$ cat config.mk
export PLATFORM = sky130hd
export DESIGN_NAME = inst_axi_rd_bridge
export DESIGN_NICKNAME = d
export VERILOG_FILES = /design/src/rtl/inst_axi_rd_bridge.sv
export SDC_FILE = /design/constraint.sdc
export NUM_CORES = 1
export LEC_CHECK = 0
export BUFFER_PORTS_ARGS = -buffer_cell sky130_fd_sc_hd__buf_2
export CELL_PAD_IN_SITES_DETAIL_PLACEMENT = 0
export CELL_PAD_IN_SITES_GLOBAL_PLACEMENT = 2
export CORE_MARGIN = 3
export CORE_UTILIZATION = 16
export CTS_CLUSTER_DIAMETER = 100
export DETAILED_ROUTE_END_ITERATION = 8
export PLACE_DENSITY = 0.92
export SETUP_SLACK_MARGIN = 0.02
export SYNTH_ARGS = -nofsm -noshare
export SYNTH_HDL_FRONTEND = slang
export SYNTH_SLANG_ARGS = --single-unit
export TNS_END_PERCENT = 1
$ cat constraint.sdc
create_clock -name clk -period 2.48 [get_ports clk]
set_clock_uncertainty 0.2 [all_clocks]
set_input_delay 0.248 -clock clk [delete_from_list [all_inputs] [get_ports clk]]
set_output_delay 0.248 -clock clk [all_outputs]
set_load 0.1 [all_outputs]
$ cat src/rtl/inst_axi_rd_bridge.sv
// Bridges the fetch stage's SRAM-like request/response handshake onto single-beat
// AXI4 reads, with one transaction in flight at a time.
module inst_axi_rd_bridge #(
    parameter logic [3:0] AXI_ID = 4'd0
) (
    input  logic        clk,
    input  logic        rst,

    input  logic        inst_req,
    input  logic        inst_wr,
    input  logic [1:0]  inst_size,
    input  logic [31:0] inst_addr,
    input  logic [31:0] inst_wdata,
    output logic        inst_addr_ok,
    output logic        inst_data_ok,
    output logic [31:0] inst_rdata,
    output logic        inst_bus_err,

    output logic [3:0]  arid,
    output logic [31:0] araddr,
    output logic [7:0]  arlen,
    output logic [2:0]  arsize,
    output logic [1:0]  arburst,
    output logic [1:0]  arlock,
    output logic [3:0]  arcache,
    output logic [2:0]  arprot,
    output logic        arvalid,
    input  logic        arready,

    input  logic [3:0]  rid,
    input  logic [31:0] rdata,
    input  logic [1:0]  rresp,
    input  logic        rlast,
    input  logic        rvalid,
    output logic        rready
);

    typedef enum logic [1:0] {
        IDLE = 2'd0,
        ADDR = 2'd1,
        DATA = 2'd2
    } state_e;

    state_e      state_q, state_d;
    logic [31:0] addr_q, addr_d;
    logic [1:0]  size_q, size_d;

    // Fetch never writes and the R channel is dedicated, so these carry no information.
    logic unused_inputs;
    assign unused_inputs = ^{inst_wr, inst_wdata, rid};

    always_ff @(posedge clk) begin
        if (rst) begin
            state_q <= IDLE;
            addr_q  <= 32'd0;
            size_q  <= 2'd0;
        end else begin
            state_q <= state_d;
            addr_q  <= addr_d;
            size_q  <= size_d;
        end
    end

    always_comb begin
        state_d      = state_q;
        addr_d       = addr_q;
        size_d       = size_q;
        inst_addr_ok = 1'b0;
        inst_data_ok = 1'b0;
        inst_bus_err = 1'b0;
        arvalid      = 1'b0;
        rready       = 1'b0;
        // Handshake outputs are held at their reset values while rst is high.
        if (!rst) begin
            case (state_q)
                IDLE: begin
                    inst_addr_ok = inst_req;
                    if (inst_req) begin
                        addr_d  = inst_addr;
                        size_d  = inst_size;
                        state_d = ADDR;
                    end
                end
                ADDR: begin
                    arvalid = 1'b1;
                    if (arready) begin
                        state_d = DATA;
                    end
                end
                DATA: begin
                    rready = 1'b1;
                    // Non-last beats are accepted and discarded.
                    if (rvalid && rlast) begin
                        inst_data_ok = 1'b1;
                        inst_bus_err = (rresp != 2'b00);
                        state_d      = IDLE;
                    end
                end
                default: begin
                    state_d = IDLE;
                end
            endcase
        end
    end

    assign inst_rdata = rdata;
    assign arid       = AXI_ID;
    assign araddr     = addr_q;
    assign arlen      = 8'd0;
    assign arsize     = {1'b0, size_q};
    assign arburst    = 2'b01;
    assign arlock     = 2'b00;
    assign arcache    = 4'd0;
    assign arprot     = 3'd0;

endmodule

Word-level counts from Yosys, hierarchy flattened --
Index checks and enable logic that the tools add are counted.
Word-level totals: output and inout port bits 95, bits of input ports 111, bits in registers 36
Operators by class: reductions and logical operators 5, muxes and demuxes 16, equal/unequal tests 5
Operators with widths (count):
- 1-bit 2-to-1 mux | 12
- 2-bit 2-to-1 mux | 3
- 2-bit != test, second input constant | 3
- 2-bit case mux with 3 select lines | 1
- 3-bit AND reduction | 1
- 2-bit by 1-bit equality test with 1-bit output, second input constant | 1
- 2-bit equality test, second input constant | 1
- 2-bit zero test | 1
- 2-bit AND reduction | 1
- 2-bit nonzero test | 1
- 1-bit logical AND | 1

Depth between registers and ports, before layout --
depth after elaboration 4, mapped depth 6, gate-level depth less buffers 3

Worst setup path after synthesis --
Ideal clock, no wire load.
path type reg-to-output, start register state_q[1], end output inst_bus_err, cell stages (with the launch flop) 4, required time 2032 ps, slack -2557 ps, buffers on the path 0, data arrival time 4589 ps, cells stage by stage dfxtp_1 -> nor3b_1 -> and3_1 -> o21a_1
On the way: longest elaborated chain between the ends 3
Ends and longest elaborated chain:
- start, declared | line 44 | state_e state_q, state_d;
- start signal, assigned | line 58 | state_q <= state_d;
- 2-bit equality test | line 75 | case (state_q)
- 1-bit 2-to-1 mux | line 75
- 1-bit 2-to-1 mux | line 74 | if (!rst) begin
- end, declared | line 17 | output logic inst_bus_err,
Every way passes these cells.

Final worst setup path --
Ends and elaborated chain as after synthesis.

==> metrics.yaml <==
global_routing:
  overflow: 0
  grt_use_total_pct: 7.050
  grt_antenna_before_repair: 0
  grt_first_pass_wirelength_um: 7113
  grt_start_max_net_pins: 39
  first_global_vias: 1440
floorplanning:
  placeableCoreArea_mm2: 0.01056
  initial_utilization_pct: 16.81
  fp.dieW_um: 111.3
  ios: 206
  area_of_the_die_mm2: 0.01239
  dieHeight_um: 111.3
  rows: 37
critical_path:
  wp_data_required_ns: 2.03
  r2r_end: "size_q[1]"
  ff2ff_setup_slack_ns: 0.88
  timing.critical_path.from_type: "register"
  worst-endpoint-arrival_ns: 1.73
  worst_r2r_path_depth: 4
  end_kind: "output pin"
  worstReg2RegStart: "state_q[0]"
  critPathKind: "reg -> out"
  crit_fanout: 7
sta:
  fmax_mhz: 458.6
  timing.final.crit_period_ns: 2.180
  final-max-slew-violation-count: 0
  finalHoldWorstSlack_ns: 0.01698
  timing.final.setup_violations: 0
  rsz0062_at_grt: "no"
  fin_ws_ns: 0.2996
  timing.final.hold_violations: 0
  final.period_utilization_pct: 87.92
  finalSetupTns_ns: 0
place:
  dpl-instance-area_mm2: 0.001973
  buffer_ports.inserted: 80
  post-place-ws_ns: 0.6066
  place.gp.congestion: 0.7082
  hpwlAfterDp_um: 3166
clock_tree:
  total_cts_buffers: 5
  cts-root-buf: "sky130_fd_sc_hd__clkbuf_8"
  clk_latency_ns: 0.28
  htreeDepth: 2
  cts_num_sinks: 36
  cts_tree: "yes"
  cts_repair_resize_count: 0
  cts.reportedPaths.clkPinSlew_ns: 0.08
  clock_path_buffers: 2
layout:
  fill_cells: 1176
  layout_commonest_cell: "sky130_fd_sc_hd__buf_2"
  ff_latch_area_um2: 720.7
  syn2layout_area_growth_pct: 33.64
  mostFrequentLayoutCells: "sky130_fd_sc_hd__buf_2, sky130_fd_sc_hd__nand2_1, sky130_fd_sc_hd__a21oi_1, sky130_fd_sc_hd__dfxtp_1, sky130_fd_sc_hd__dlygate4sd3_1"
  multiInputGateArea_um2: 633.1
  n_antenna_cell: 0
  design.final.nets: 410
  layout-drive-gt1-share_pct: 32.11
  post-route-cell-area_mm2: 0.002371
run:
  maxCapViolations: 0
drt:
  vias_per_cell: 3.485
  antenna_violating_nets_post_route: 0
  drt_iter0_drc: 64
  drt_pre_antenna_iters: 4
  post_drt_wl_per_cell_um: 10.27
  dr_total_vias: 1516
  wl_um: 4469
  drc: 0
synthesis:
  netlist_top_cells_area: "sky130_fd_sc_hd__dfxtp_1, sky130_fd_sc_hd__buf_4, sky130_fd_sc_hd__nand2_1"
  post_synth.cell_area_avg_um2: 7.992
  synth_largest_type_area_fraction_pct: 40.62
  share_of_the_yosys_chip_area_belonging_to_registers_pct: 40.62
  post-synth-top-area-cell: "sky130_fd_sc_hd__dfxtp_1"
  yosysWarnings: 0
  syn_area_mm2: 0.001774
  postSynthCellCount: 222
  netlist-cell-type-count: 21
  postSynthRegisterBits: 36
power:
  total_leakage_power_nw: 1.113
  cellPowerDensity_mw_per_mm2: 713.8
  power_w: 0.001692
  vdd_drop_max_mv: 0.2559
status:
  outcome: "complete, no violations"
hold_path:
  worst_hold_startpoint: "inst_addr[2]"
  min-delay-path-class: "in -> reg"
  min_delay_path_depth: 3
  hold_end: "araddr[2]"
==> cell usage after synthesis <==
library cell                n
sky130_fd_sc_hd__buf_8      3
sky130_fd_sc_hd__clkbuf_1   3
sky130_fd_sc_hd__buf_4     56
sky130_fd_sc_hd__buf_6      2
sky130_fd_sc_hd__or3b_1     1
sky130_fd_sc_hd__nor3_1     1
sky130_fd_sc_hd__mux2i_1    1
sky130_fd_sc_hd__a21oi_1   36
sky130_fd_sc_hd__and3_1     1
sky130_fd_sc_hd__buf_1      1
sky130_fd_sc_hd__inv_1      1
sky130_fd_sc_hd__nor3b_1    2
sky130_fd_sc_hd__buf_2      3
sky130_fd_sc_hd__dfxtp_1   36
sky130_fd_sc_hd__nor2_1     1
sky130_fd_sc_hd__o21a_1     1
sky130_fd_sc_hd__nor3b_4    1
sky130_fd_sc_hd__nand2_2    1
sky130_fd_sc_hd__nand3b_1   1
sky130_fd_sc_hd__nand2_1   68
sky130_fd_sc_hd__conb_1     2
==> power breakdown <==
group	switching (W)	leakage, nW	total, W	internal (W)
sequential	0.0000218	0.296	0.000638	0.000616
clock	0.000210	0.0410	0.000402	0.000191
combinational	0.000533	0.777	0.000653	0.000120
total	0.000765	1.11	0.00169	0.000927
==> per-layer routing <==
layer	GRT usage [%]	routed length, µm	share of wire (%)	vias to the layer above
met2	12.10	2211	49	62
met1	7.924	1778	40	671
met5	0	0	0	-
met4	3.406	98	2.2	0
li1	-	-	-	774
met3	2.183	381	8.5	9
==> worst max path at each step <==
stage / from / endpoint / slack [ns]
floorplan: state_q[1] / inst_bus_err / -0.54
global placement: state_q[1] / inst_bus_err / 0.62
detailed placement: state_q[1] / inst_bus_err / 0.61
CTS: state_q[1] / inst_bus_err / 0.28
global route: state_q[1] / inst_bus_err / 0.20
finish: state_q[1] / inst_bus_err / 0.30
==> per-stage QoR <==
| step | util [%] | std cells |
|---|---|---|
| 6_report | 22.46 | 435 |
| 5_1_grt | 22.46 | 435 |
| 4_1_cts | 22.46 | 435 |
| 3_5_place_dp | 18.69 | 396 |
| 3_3_place_gp | 18.69 | 396 |
| 2_1_floorplan | - | 244 |
==> critical path, cell delays in order, from the launching register on <==
cell and delay (ns):
sky130_fd_sc_hd__dfxtp_1 0.49, sky130_fd_sc_hd__nor3b_4 0.24, sky130_fd_sc_hd__and3_2 0.20, sky130_fd_sc_hd__o21a_2 0.11, sky130_fd_sc_hd__buf_2 0.41
==> logic make-up (layout without fill, tap and decap cells) <==
group / Yosys count / count (layout) / share of synthesized area (%)
AOI/OAI and AO/OA: 37 / 37 / 10.58
muxes: 1 / 1 / 0.5642
buffers and inverters: 69 / 124 / 29.41
other: 2 / 24 / 0.4233
and+or+nand+nor: 77 / 77 / 18.41
DFF: 36 / 36 / 40.62
==> timing repair <==
item	CTS	global route
buffers inserted	0	0
hold buffers	32	0
endpoints found under the hold margin	32	0
==> sequential cells by signal, summed over array words and instances, names as in the netlist <==
signal   count
araddr      32
size_q       2
state_q      2
==> layout make-up <==
| type | instances | share of cell area (%) |
|---|---|---|
| multi-input combinational | 139 | 26.70 |
| tap | 136 | 7.177 |
| inverter | 1 | 0.1583 |
| clock buffer | 6 | 3.061 |
| clock inverter | 1 | 0.2111 |
| timing repair buffer | 116 | 32.30 |
| sequential | 36 | 30.40 |
No activity file was read; power rests on OpenSTA's default activity.
